[config.mk]
export PLATFORM = sky130hd
export DESIGN_NAME = updown_seg_counter
export DESIGN_NICKNAME = d
export VERILOG_FILES = /design/src/rtl/updown_seg_counter.sv
export SDC_FILE = /design/constraint.sdc
export NUM_CORES = 1
export LEC_CHECK = 0
export BUFFER_PORTS_ARGS = -buffer_cell sky130_fd_sc_hd__buf_2
export CAP_MARGIN = 20
export CORE_MARGIN = 3
export CORE_UTILIZATION = 35
export DETAILED_ROUTE_END_ITERATION = 7
export SLEW_MARGIN = 20
export SYNTH_ARGS = -nofsm -noshare
export SYNTH_HDL_FRONTEND = slang
export SYNTH_SLANG_ARGS = --single-unit
[constraint.sdc]
create_clock -name clk -period 4.3 [get_ports clk]
set_input_delay 0.43 -clock clk [delete_from_list [all_inputs] [get_ports clk]]
set_output_delay 0.43 -clock clk [all_outputs]
set_load 0.1 [all_outputs]
[src/rtl/updown_seg_counter.sv]
// Modulo-MOD up/down counter with load, terminal count, and a time-multiplexed
// seven-segment decimal display of the count (dp marks a downward last step).
module updown_seg_counter #(
    parameter int WIDTH    = 4,
    parameter int MOD      = 10,
    parameter int NDIG     = 2,
    parameter int SCAN_DIV = 4
) (
    input  logic             clk,
    input  logic             rst,
    input  logic             en,
    input  logic             updown,
    input  logic             load,
    input  logic [WIDTH-1:0] din,
    output logic [WIDTH-1:0] out,
    output logic             tc,
    output logic [6:0]       seg,
    output logic             dp,
    output logic [NDIG-1:0]  digit
);

    localparam int SW = (SCAN_DIV > 1) ? $clog2(SCAN_DIV) : 1;
    localparam int IW = (NDIG > 1) ? $clog2(NDIG) : 1;
    localparam int DW = (WIDTH > 4) ? WIDTH : 4;

    localparam logic [WIDTH-1:0] COUNT_MAX = WIDTH'(MOD - 1);
    localparam logic [SW-1:0]    SCAN_LAST = SW'(SCAN_DIV - 1);
    localparam logic [IW-1:0]    IDX_LAST  = IW'(NDIG - 1);

    logic [WIDTH-1:0] count_q, count_d;
    logic             dir_q, dir_d;
    logic [SW-1:0]    scan_q, scan_d;
    logic [IW-1:0]    idx_q, idx_d;

    logic             din_in_range;
    logic [3:0]       dec [NDIG];
    logic [3:0]       dec_sel;

    function automatic logic [6:0] seg_pattern(input logic [3:0] d);
        logic [6:0] p;
        case (d)
            4'd0:    p = 7'b1111110;
            4'd1:    p = 7'b0110000;
            4'd2:    p = 7'b1101101;
            4'd3:    p = 7'b1111001;
            4'd4:    p = 7'b0110011;
            4'd5:    p = 7'b1011011;
            4'd6:    p = 7'b1011111;
            4'd7:    p = 7'b1110000;
            4'd8:    p = 7'b1111111;
            4'd9:    p = 7'b1111011;
            default: p = 7'b0000000;
        endcase
        return p;
    endfunction

    // One extra bit so MOD = 2^WIDTH compares correctly.
    assign din_in_range = ({1'b0, din} < (WIDTH+1)'(MOD));

    // NOTE: every always_comb output gets its default first so no path leaves it unassigned (no latch).
    always_comb begin
        count_d = count_q;
        dir_d   = dir_q;
        if (load) begin
            count_d = din_in_range ? din : COUNT_MAX;
        end else if (en) begin
            dir_d = updown;
            if (updown) begin
                count_d = (count_q == COUNT_MAX) ? '0 : count_q + WIDTH'(1);
            end else begin
                count_d = (count_q == '0) ? COUNT_MAX : count_q - WIDTH'(1);
            end
        end
    end

    always_comb begin
        scan_d = scan_q + SW'(1);
        idx_d  = idx_q;
        if (scan_q == SCAN_LAST) begin
            scan_d = '0;
            idx_d  = (idx_q == IDX_LAST) ? '0 : idx_q + IW'(1);
        end
    end

    // NOTE: state registers use non-blocking assignments so all flops sample the same pre-edge values.
    always_ff @(posedge clk or posedge rst) begin
        if (rst) begin
            count_q <= '0;
            dir_q   <= 1'b1;
            scan_q  <= '0;
            idx_q   <= '0;
        end else begin
            count_q <= count_d;
            dir_q   <= dir_d;
            scan_q  <= scan_d;
            idx_q   <= idx_d;
        end
    end

    // Peel off decimal digits of the registered count, least significant first.
    always_comb begin
        logic [DW-1:0] rem;
        rem = DW'(count_q);
        for (int i = 0; i < NDIG; i++) begin
            dec[i] = 4'(rem % DW'(10));
            rem    = rem / DW'(10);
        end
    end

    assign dec_sel = dec[idx_q];
    assign out     = count_q;
    assign tc      = en & ~load & ((updown & (count_q == COUNT_MAX)) |
                                   (~updown & (count_q == '0)));
    assign seg     = seg_pattern(dec_sel);
    assign dp      = (idx_q == '0) & ~dir_q;
    assign digit   = NDIG'(1) << idx_q;

endmodule

# Word level (Yosys, flattened, before mapping)
# Memory sizes are Yosys's and may differ from the RTL's.
# Index checks and enable logic that the tools add are counted.
[totals]
word_cells = 42
input_bits = 9
memories = 1
rom_bits = 112
reg_bits = 8
[classes]
bitwise_logic = 11
n_reduce_logical = 3
mux = 11
addsub = 4
div = 3
shifts = 1
magnitude_cmp = 2
n_eq_ne = 2
[mem_list]
columns = ["name", "words", "width", "rd", "rd_ports_with_merged_regs", "write_ports", "line_no", "rtl"]
rows = [
  ["(no name shown)", 16, 7, 1, 0, 0, "41", "case (d)"],
]
[op_table]
columns = ["op", "count"]
rows = [
  ["4-bit 2-to-1 mux", 9],
  ["4-bit by 4-bit modulo with 4-bit output, second input constant", 2],
  ["1-bit bitwise AND", 5],
  ["4-bit by 1-bit adder with 4-bit output, second input constant", 1],
  ["4-bit by 4-bit divider with 4-bit output, second input constant", 1],
  ["4-bit == test, second input constant", 1],
  ["4-bit zero test", 1],
  ["4-bit < comparator, second input constant", 1],
  ["1-bit inverter", 4],
  ["4-bit by 1-bit subtractor with 4-bit output, second input constant", 1],
  ["2-bit by 1-bit adder with 2-bit output, second input constant", 1],
  ["2-bit == test, second input constant", 1],
  ["2-bit greater-or-equal comparator, second input constant", 1],
  ["2-bit 2-to-1 mux", 1],
  ["1-bit inverter with 2-bit output", 1],
  ["2-bit AND reduction", 1],
  ["2-bit nonzero test", 1],
  ["1-bit by 1-bit << shifter with 2-bit output, first input constant", 1],
  ["1-bit adder, second input constant", 1],
  ["1-bit 2-to-1 mux", 1],
  ["1-bit OR", 1],
]

# Logic depth before layout (Yosys ltp)
# Gate-level depths: netlist (run 1).
# An unclocked memory read counts as a cell.
[logic_depth]
ltp_word = 6
ltp_mapped = 9
ltp_nobuf = 7

# Worst setup path before layout (run 1)
# Ideal clock, no wire load.
[synth_timing]
path_kind = "register -> output"
start = "register count_q[1] (netlist: out[1])"
end = "output seg[6]"
path_stages_with_launch = 7
path_slack_ps = -391
t_arrival_ps = 4261
cell_sequence = "dfrtp_1 -> buf_2 -> nand2_1 -> ha_1 -> a211oi_2 -> nand2_1 -> o21ai_0"
[synth_via]
elab_chain_cells = 6
[synth_rtl]
columns = ["item", "line_no", "rtl"]
rows = [
  ["start: declaration", "30", "logic [WIDTH-1:0] count_q, count_d;"],
  ["start signal: assignment", "93", "count_q <= count_d;"],
  ["4-bit by 4-bit divider with 4-bit output", "106", "rem = rem / DW'(10);"],
  ["4-bit by 4-bit modulo with 4-bit output", "105", "dec[i] = 4'(rem % DW'(10));"],
  ["4-bit 2-to-1 mux (not written as such) * (3 in series)", "110", "assign dec_sel = dec[idx_q];"],
  ["memory read 16 x 7 bit *", "n/a", ""],
  ["end: declaration", "17", "output logic [6:0] seg,"],
]
# Every way passes the cells marked *; elsewhere a longest branch is shown, timed or not. The select of a mux whose other input is x is not followed.

# Worst setup path after layout (run 1)
# Ends and elaborated chain as after synthesis.

==> results of run 1 <==
## Yosys cell counts (2+ instances only)
| master | count | area [um^2] |
|---|---|---|
| clkbuf_1 | 2 | 7.51 |
| nor2b_1 | 3 | 18.8 |
| mux2i_1 | 2 | 20.0 |
| nand2_1 | 14 | 52.6 |
| o21ai_0 | 10 | 50.1 |
| nand2b_1 | 4 | 25.0 |
| buf_2 | 4 | 20.0 |
| nor3_1 | 5 | 25.0 |
| buf_4 | 2 | 15.0 |
| or2_2 | 4 | 25.0 |
| a211o_1 | 2 | 17.5 |
| a221oi_1 | 2 | 17.5 |
| ha_1 | 8 | 100 |
| nor2_1 | 4 | 15.0 |
| inv_1 | 6 | 22.5 |
| a21o_1 | 2 | 15.0 |
| dfrtp_1 | 7 | 175 |
| a211oi_1 | 2 | 15.0 |
| nand3_1 | 2 | 10.0 |
| a21oi_1 | 7 | 35.0 |
## sequential cells by signal (all words and copies together), names as in the netlist
signal,cells
out,4
idx_q,1
scan_q,2
dir_q,1
## logic make-up after synthesis
logic type,after synthesis
AND/OR/NAND/NOR,42
AO/OA/AOI/OAI,35
buffers and inverters,14
adder cells (fa/ha/maj),8
flip-flops,8
XOR/XNOR,2
multiplexers,2
## metrics by stage
| stage | hold slack [ns] | std cells | setup slack [ns] |
|---|---|---|---|
| 2_1_floorplan | 0.245 | 111 | 0.152 |
| 3_3_place_gp | 0.379 | 154 | 1.58 |
| 3_5_place_dp | 0.383 | 154 | 1.60 |
| 4_1_cts | 0.0993 | 158 | 1.28 |
| 5_1_grt | 0.121 | 158 | 1.04 |
| 6_report | 0.0996 | 158 | 1.31 |
## where the power goes
part           internal (W)  switching, W
clock network     0.0000356     0.0000267
registers         0.0000816     0.0000196
logic             0.0000696      0.000266
## worst max-delay path by stage
stage,endpoint,depth (start not counted)
6_report,seg[6],8
5_1_grt,seg[6],8
4_1_cts,seg[0],7
3_5_place_dp,seg[0],7
3_3_place_gp,seg[0],7
2_1_floorplan,seg[2],6
## metal layers
metal	GRT usage, %	routed length, um
met2	21.5	913
met5	0	0
met1	17.7	940
met4	6.94	16
met3	1.64	94
## layout make-up
cell class	count	area (um^2)
Sequential cell	8	201
Timing Repair Buffer	23	115
Fill cell	248	1260
Multi-Input combinational cell	89	593
Clock buffer	4	26.3
Inverter	6	22.5
Tap cell	28	35.0
==> impl_metrics.tcl, run 1 <==
set metrics [dict create \
    crit_chain "nor2_1 > a2bb2oi_1 > inv_1 > ha_1 > a21oi_1 > o21ai_0 > o21ai_1 > buf_2" \
    synth_seq_cells 8 \
    rr_endpoint "out[2]$_DFFE_PP0P_" \
    io_pins 24 \
    clock_sinks 8 \
    finalSetupViolCount 0 \
    dieArea_um2 3060 \
    synth_ff_type "dfrtp_1" \
    insertion_delay_ns 0.26 \
    layout.cells.most_common "buf_2" \
    crit_family "compound AO/OA/AOI/OAI gates" \
    critical_path_class "flip-flop to primary output" \
    synth-adder-area-share_pct 11.7 \
    crit_buf_inv 2 \
    synth_top_family_by_area "compound AO/OA/AOI/OAI gates" \
    grtUsageTotal_pct 13.5 \
    wl_per_cell_um 12.4 \
    post-route-min-period_ns 2.99 \
    post_cts_resized 0 \
    numCtsBuffers 3 \
    yosys.area_share.simple_pct 25.4 \
    core_area_um2 2250 \
    synth.avg_cell_area_um2 7.68 \
    gp_routability_congestion 0.758 \
    dpl_cell_area_um2 967 \
    ant_nets 0 \
    htree_num_levels 1 \
    area_growth_pct 16.6 \
    hold_viol_final 0 \
    clock_path_buffers 2 \
    slew_headroom_pct 62.8 \
    dp_hpwl_mm 1.46 \
    final_nets 148 \
    firstDrtPassIters 4 \
    grt_pass1_vias 769 \
    p_total_w 0.000499 \
    clk_pin_slew_ns 0.06 \
    drive_above_1_share_pct 25.4 \
    power_density_nw_per_um2 502 \
    leakage_nw 0.481 \
    rows 17 \
    cp-startpoint "out[1]$_DFFE_PP0P_" \
    overflow 0 \
    crit_path_end_kind "primary output" \
    maxSlewViolCount 0 \
    vias 855 \
    postCtsHoldBufs 0 \
    grt_max_degree 20 \
    status "finished, final reports clean" \
    synth_mux_area_share_pct 2.35 \
    drc 0 \
    syn_nets 128 \
    drt-initial-drc-count 9 \
    start_kind "flip-flop" \
    syn-instance-count 111 \
    initial_core_util_pct 37.8 \
    routed_via_density 5.41 \
    fin_crit_sh_pct 69.5 \
    num_antenna_cells 0 \
    cap_violations 0 \
    hold_class "input port to asynchronous set/reset pin" \
    finClkSkew_ns 0.00844 \
    synth_warnings 0 \
    final_cell_mix "buf_2, nand2_1, o21ai_0, ha_1" \
    synth-xor-area-share_pct 2.06 \
    peakVddDrop_mv 0.256 \
    antenna_found_initial 0 \
    worstRegToRegCells 4 \
    setup-tns-final_ns 0 \
    synth_compound_area_share_pct 27.2 \
    fin_area_um2 993 \
    synth_cell_types 39 \
    synth-edff-count 0 \
    slowest_stage "dfrtp_1" \
    cts_tree "done" \
    numPortBuffers 23 \
    grt_pass1_wl_mm 3.44 \
    required_ns 3.87 \
    regToRegStartpoint "out[3]$_DFFE_PP0P_" \
    fmax_ghz 0.335 \
    worstPathArrival_ns 2.56 \
    post_cts_buffers 0 \
    tightest_slew_ns 0.558 \
    cts_root_buf "clkbuf_4" \
    yosysSeqAreaShare_pct 23.6 \
    path_max_fanout 17 \
    fp.dieW_um 55.3 \
    wl_mm 1.97 \
    dieHeight_um 55.3 \
    ys_async_sr_fraction_pct 100 \
    rrSetupSlack_ns 2.53 \
    final_util_pct 44.1 \
    syn_area_um2 852 \
    rsz0062_at_grt "no" \
    slowest_delay_ns 0.55 \
]
Note: power is estimated with default switching activity, not from simulation.
==> run 2: changes to the inputs <==
==> constraint.sdc (replaced) <==
create_clock -name clk -period 3.1 [get_ports clk]
set_input_delay 0.31 -clock clk [delete_from_list [all_inputs] [get_ports clk]]
set_output_delay 0.31 -clock clk [all_outputs]
set_load 0.1 [all_outputs]
==> impl_metrics.tcl, run 2 (synthesized netlist as in run 1, its figures left out) <==
set metrics [dict create \
    p_sw_w 0.000444 \
    crit_buf_inv 2 \
    htree_num_levels 1 \
    holdPathStages 3 \
    start_kind "flip-flop" \
    finClkSkew_ns 0.00601 \
    fp.dieW_um 55.3 \
    insertion_delay_ns 0.25 \
    path_max_fanout 10 \
    fin_crit_sh_pct 92.7 \
    swShare_pct 61.4 \
    final_nets 150 \
    dieArea_um2 3060 \
    largest_reg_flops 4 \
    numPortBuffers 23 \
    area_growth_pct 25.3 \
    final_cell_mix "buf_2, nand2_1, o21ai_0, ha_1, a21oi_1" \
    critical_path_class "flip-flop to primary output" \
    leakage_nw 0.492 \
    crit_family "buffers and inverters" \
    internal_power_w 0.000279 \
    regArea_um2 204 \
    cap_violations 0 \
    cts_root_buf "clkbuf_4" \
    peakVddDrop_mv 0.351 \
    worst-path-stages 7 \
    finalSetupViolCount 0 \
    dp_slack_ns 0.441 \
    p_total_w 0.000723 \
    ant_nets 0 \
    maxSlewViolCount 0 \
    required_ns 2.79 \
    tightest_slew_ns 0.546 \
    multiInputGateArea_um2 638 \
    status "finished, final reports clean" \
    drive_above_1_share_pct 32.6 \
    fmax_ghz 0.348 \
    io_pins 24 \
    dieHeight_um 55.3 \
    clock_sinks 8 \
    grt_pass1_vias 785 \
    post_cts_buffers 0 \
    power_density_nw_per_um2 678 \
    antenna_found_initial 0 \
    dp_hpwl_mm 1.52 \
    slowest_delay_ns 0.56 \
    initial_core_util_pct 37.8 \
    gp_routability_congestion 0.765 \
    drc 0 \
    wl_mm 2.01 \
    slew_headroom_pct 63.6 \
    slowest_stage "dfrtp_1" \
    crit_chain "clkinvlp_4 > nand2_1 > ha_1 > a211oi_2 > nand2_1 > o32ai_4 > buf_2" \
    setup_ws_ns 0.227 \
    overflow 0 \
    wl_per_cell_um 12.5 \
    core_area_um2 2250 \
    drt-initial-drc-count 22 \
    clock_path_buffers 2 \
    cts_tree "done" \
    cp_common_cell "nand2_1" \
    power_frac_clock_pct 11.8 \
    post-route-min-period_ns 2.87 \
    clk_pin_slew_ns 0.06 \
    grt_max_degree 20 \
    hold_viol_final 0 \
    layout.cells.most_common "buf_2" \
    routed_via_density 5.35 \
    grtUsageTotal_pct 13.4 \
    worstPathArrival_ns 2.56 \
    firstDrtPassIters 4 \
    num_antenna_cells 0 \
    worstRegToRegCells 4 \
    num-fill-cells 236 \
    pwr-share-seq_pct 19.6 \
    numCtsBuffers 3 \
    hold_class "input port to flip-flop" \
    crit_path_end_kind "primary output" \
    grt_pass1_wl_mm 3.44 \
    pwr-share-comb_pct 68.6 \
    rsz0062_at_grt "no" \
    rows 17 \
    final_util_pct 47.3 \
    vias 856 \
]
-- run 2: path summary, 6_finish.rpt --
path,to,start,slack [ns]
max,seg[0],idx_q$_DFFE_PP0P_,0.23
min,out[0]$_DFFE_PP0P_,din[0],0.32
max reg2reg,out[2]$_DFFE_PP0P_,out[3]$_DFFE_PP0P_,1.36
min reg2reg,scan_q[0]$_DFF_PP0_,scan_q[0]$_DFF_PP0_,0.44
max in group asynchronous,dir_q$_DFFE_PP1P_,rst,2.27
min in group asynchronous,scan_q[1]$_DFF_PP0_,rst,0.54
-- run 2: layer usage --
layer	global-route usage, %	up-vias	part of all wire, %
met5	0	-	0
met4	6.25	0	1.8
met3	0.935	4	5.2
met2	21.3	27	46
met1	18.5	389	47
li1	-	436	-
-- run 2: through the flow --
stage / cell area, um^2 / setup TNS, ns / hold slack, ns / instances
2_1_floorplan: 901 / -0.948 / 0.125 / 111
3_3_place_gp: 1020 / 0 / 0.253 / 155
3_5_place_dp: 1020 / 0 / 0.263 / 155
4_1_cts: 1050 / 0 / 0.314 / 160
5_1_grt: 1070 / 0 / 0.319 / 160
6_report: 1070 / 0 / 0.319 / 160
-- run 2: layout make-up --
class | count | share of cell area [%]
Tap cell | 28 | 3.28
Sequential cell | 8 | 19.1
Clock buffer | 4 | 2.46
Inverter | 6 | 2.46
Multi-Input combinational cell | 89 | 59.8
Timing Repair Buffer | 25 | 12.9
-- run 2: timing repair --
| action | 4_1_cts | 5_1_grt |
|---|---|---|
| hold endpoints to repair | 7 | 0 |
| hold buffers | 1 | 0 |
| setup endpoints to repair | 0 | 4 |
| gates resized for setup | 0 | 4 |
-- run 2: worst min-delay path: stages --
cell and delay [ns]:
buf_2 0.07, o21ai_0 0.07, o21ai_0 0.08
-- run 2: power groups by stage --
| stage | Combinational [W] | Sequential (W) | Clock (W) |
|---|---|---|---|
| after floorplan | 0.000394 | 0.000169 | 0 |
| after global placement | 0.000490 | 0.000143 | 0 |
| after detailed placement | 0.000490 | 0.000143 | 0 |
| after CTS | 0.000492 | 0.000142 | 0.0000900 |
| after global routing | 0.000528 | 0.000145 | 0.0000963 |
| final | 0.000496 | 0.000142 | 0.0000851 |
==> run 3: changes to the inputs <==
--- a/config.mk
+++ b/config.mk
@@ -10,6 +10,7 @@
 export CORE_MARGIN = 3
 export CORE_UTILIZATION = 35
 export DETAILED_ROUTE_END_ITERATION = 7
+export GPL_TIMING_DRIVEN = 1
 export SLEW_MARGIN = 20
 export SYNTH_ARGS = -nofsm -noshare
 export SYNTH_HDL_FRONTEND = slang
==> constraint.sdc (replaced) <==
create_clock -name clk -period 3.55 [get_ports clk]
set_input_delay 0.355 -clock clk [delete_from_list [all_inputs] [get_ports clk]]
set_output_delay 0.355 -clock clk [all_outputs]
set_load 0.1 [all_outputs]
==> impl_metrics.tcl, run 3 (synthesized netlist as in run 1, its figures left out) <==
set metrics [dict create \
    crit_family "compound AO/OA/AOI/OAI gates" \
    crit_path_end_kind "primary output" \
    grt_pass1_vias 812 \
    cts_tree "done" \
    clk_pin_slew_ns 0.06 \
    rows 17 \
    clock_sinks 8 \
    cts_root_buf "clkbuf_4" \
    regToRegStartpoint "out[3]$_DFFE_PP0P_" \
    status "finished, final reports clean" \
    wl_met3_um 84 \
    routed-wl-met2_mm 1.01 \
    maxSlewViolCount 0 \
    io_pins 24 \
    core_area_um2 2250 \
    grt_max_degree 20 \
    worst-path-stages 8 \
    final_cell_mix "buf_2, nand2_1, o21ai_0, ha_1" \
    drc 0 \
    maxUsedRoutingLayer "met4" \
    peakVddDrop_mv 0.355 \
    power_density_nw_per_um2 604 \
    post_cts_buffers 0 \
    htree_num_levels 1 \
    post_cts_resized 0 \
    worstRegToRegCells 4 \
    final_util_pct 44.6 \
    routed_via_density 5.27 \
    wl_per_cell_um 12.6 \
    path_max_fanout 17 \
    fin_crit_sh_pct 82.6 \
    crit_chain "nor2_1 > a2bb2oi_1 > inv_1 > ha_1 > a21oi_1 > o21ai_0 > o21ai_1 > buf_2" \
    rsz0062_at_grt "no" \
    insertion_delay_ns 0.25 \
    multiInputGateArea_um2 604 \
    grtUsageTotal_pct 13.6 \
    drive_above_1_share_pct 26.9 \
    postCtsHoldBufs 0 \
    finClkSkew_ns 0.00577 \
    vias 833 \
    wl_mm 2.00 \
    fmax_ghz 0.341 \
    clock_path_buffers 2 \
    hold_viol_final 0 \
    rr_endpoint "out[2]$_DFFE_PP0P_" \
    largest_reg_flops 4 \
    numPortBuffers 23 \
    post-route-min-period_ns 2.93 \
    firstDrtPassIters 4 \
    ant_nets 0 \
    tightest_slew_ns 0.605 \
    numCtsBuffers 3 \
    initial_core_util_pct 37.8 \
    grt_pass1_wl_mm 3.51 \
    dp_slack_ns 0.905 \
    met1_length_um 883 \
    regArea_um2 201 \
    required_ns 3.19 \
    fp.dieW_um 55.3 \
    gp_routability_congestion 0.756 \
    finalSetupViolCount 0 \
    setup_ws_ns 0.618 \
    start_kind "flip-flop" \
    slowest_stage "dfrtp_1" \
    p_total_w 0.000607 \
    area_growth_pct 17.9 \
    crit_buf_inv 2 \
    rrSetupSlack_ns 1.80 \
    cap_violations 0 \
    num_antenna_cells 0 \
    layout.cells.most_common "buf_2" \
    critical_path_class "flip-flop to primary output" \
    slew_headroom_pct 59.4 \
    leakage_nw 0.482 \
    worstPathArrival_ns 2.58 \
    hold_class "input port to asynchronous set/reset pin" \
    num-fill-cells 242 \
    overflow 0 \
    dieHeight_um 55.3 \
    dieArea_um2 3060 \
    final_nets 148 \
    slowest_delay_ns 0.54 \
    drt-initial-drc-count 8 \
    antenna_found_initial 0 \
    dp_hpwl_mm 1.56 \
]
==> run 3: cell types whose count changed in the layout (fill, tap and decap cells not counted), moves of 2 or more <==
cell,before,now
buf_2,21,23
dfrtp_1,5,7
dfrtp_2,2,0
clkbuf_4,5,3
==> run 3: area by class of cell <==
class                   instances  share of cell area [%]
multi-input cells              89                    60.1
flip-flops and latches          8                    20.0
repair buffers                 23                    11.5
well taps                      28                    3.49
clock buffers                   4                    2.62
inverters                       6                    2.24
==> run 3: stage by stage <==
step,cells,hold slack (ns),setup TNS (ns),cell area [um^2]
finish,158,0.0230,0,1000
global route,158,0.0563,0,1000
CTS,158,0.0310,0,1000
detailed placement,154,0.304,0,978
global placement,154,0.305,0,978
floorplan,111,0.170,-0.380,871
==> run 3: layer usage <==
layer | up-vias | track usage [%]
met3 | 2 | 3.74
met1 | 381 | 15.6
met5 | - | 0
li1 | 431 | -
met2 | 19 | 25.2
met4 | 0 | 2.43
==> run 3: where the power goes <==
| part | leakage, nW | switching (W) | total, W | internal, W |
|---|---|---|---|---|
| sequential | 0.0959 | 0.0000234 | 0.000122 | 0.0000989 |
| clock | 0.0150 | 0.0000317 | 0.0000748 | 0.0000430 |
| combinational | 0.371 | 0.000324 | 0.000410 | 0.0000859 |
==> run 3: worst max-delay path by stage <==
| stage | startpoint | endpoint | slack (ns) |
|---|---|---|---|
| 6_report | out[1]$_DFFE_PP0P_ | seg[6] | 0.62 |
| 5_1_grt | out[1]$_DFFE_PP0P_ | seg[6] | 0.34 |
| 4_1_cts | out[1]$_DFFE_PP0P_ | seg[6] | 0.62 |
| 3_5_place_dp | idx_q$_DFFE_PP0P_ | seg[0] | 0.91 |
| 3_3_place_gp | idx_q$_DFFE_PP0P_ | seg[0] | 0.91 |
| 2_1_floorplan | out[1]$_DFFE_PP0P_ | seg[6] | -0.38 |
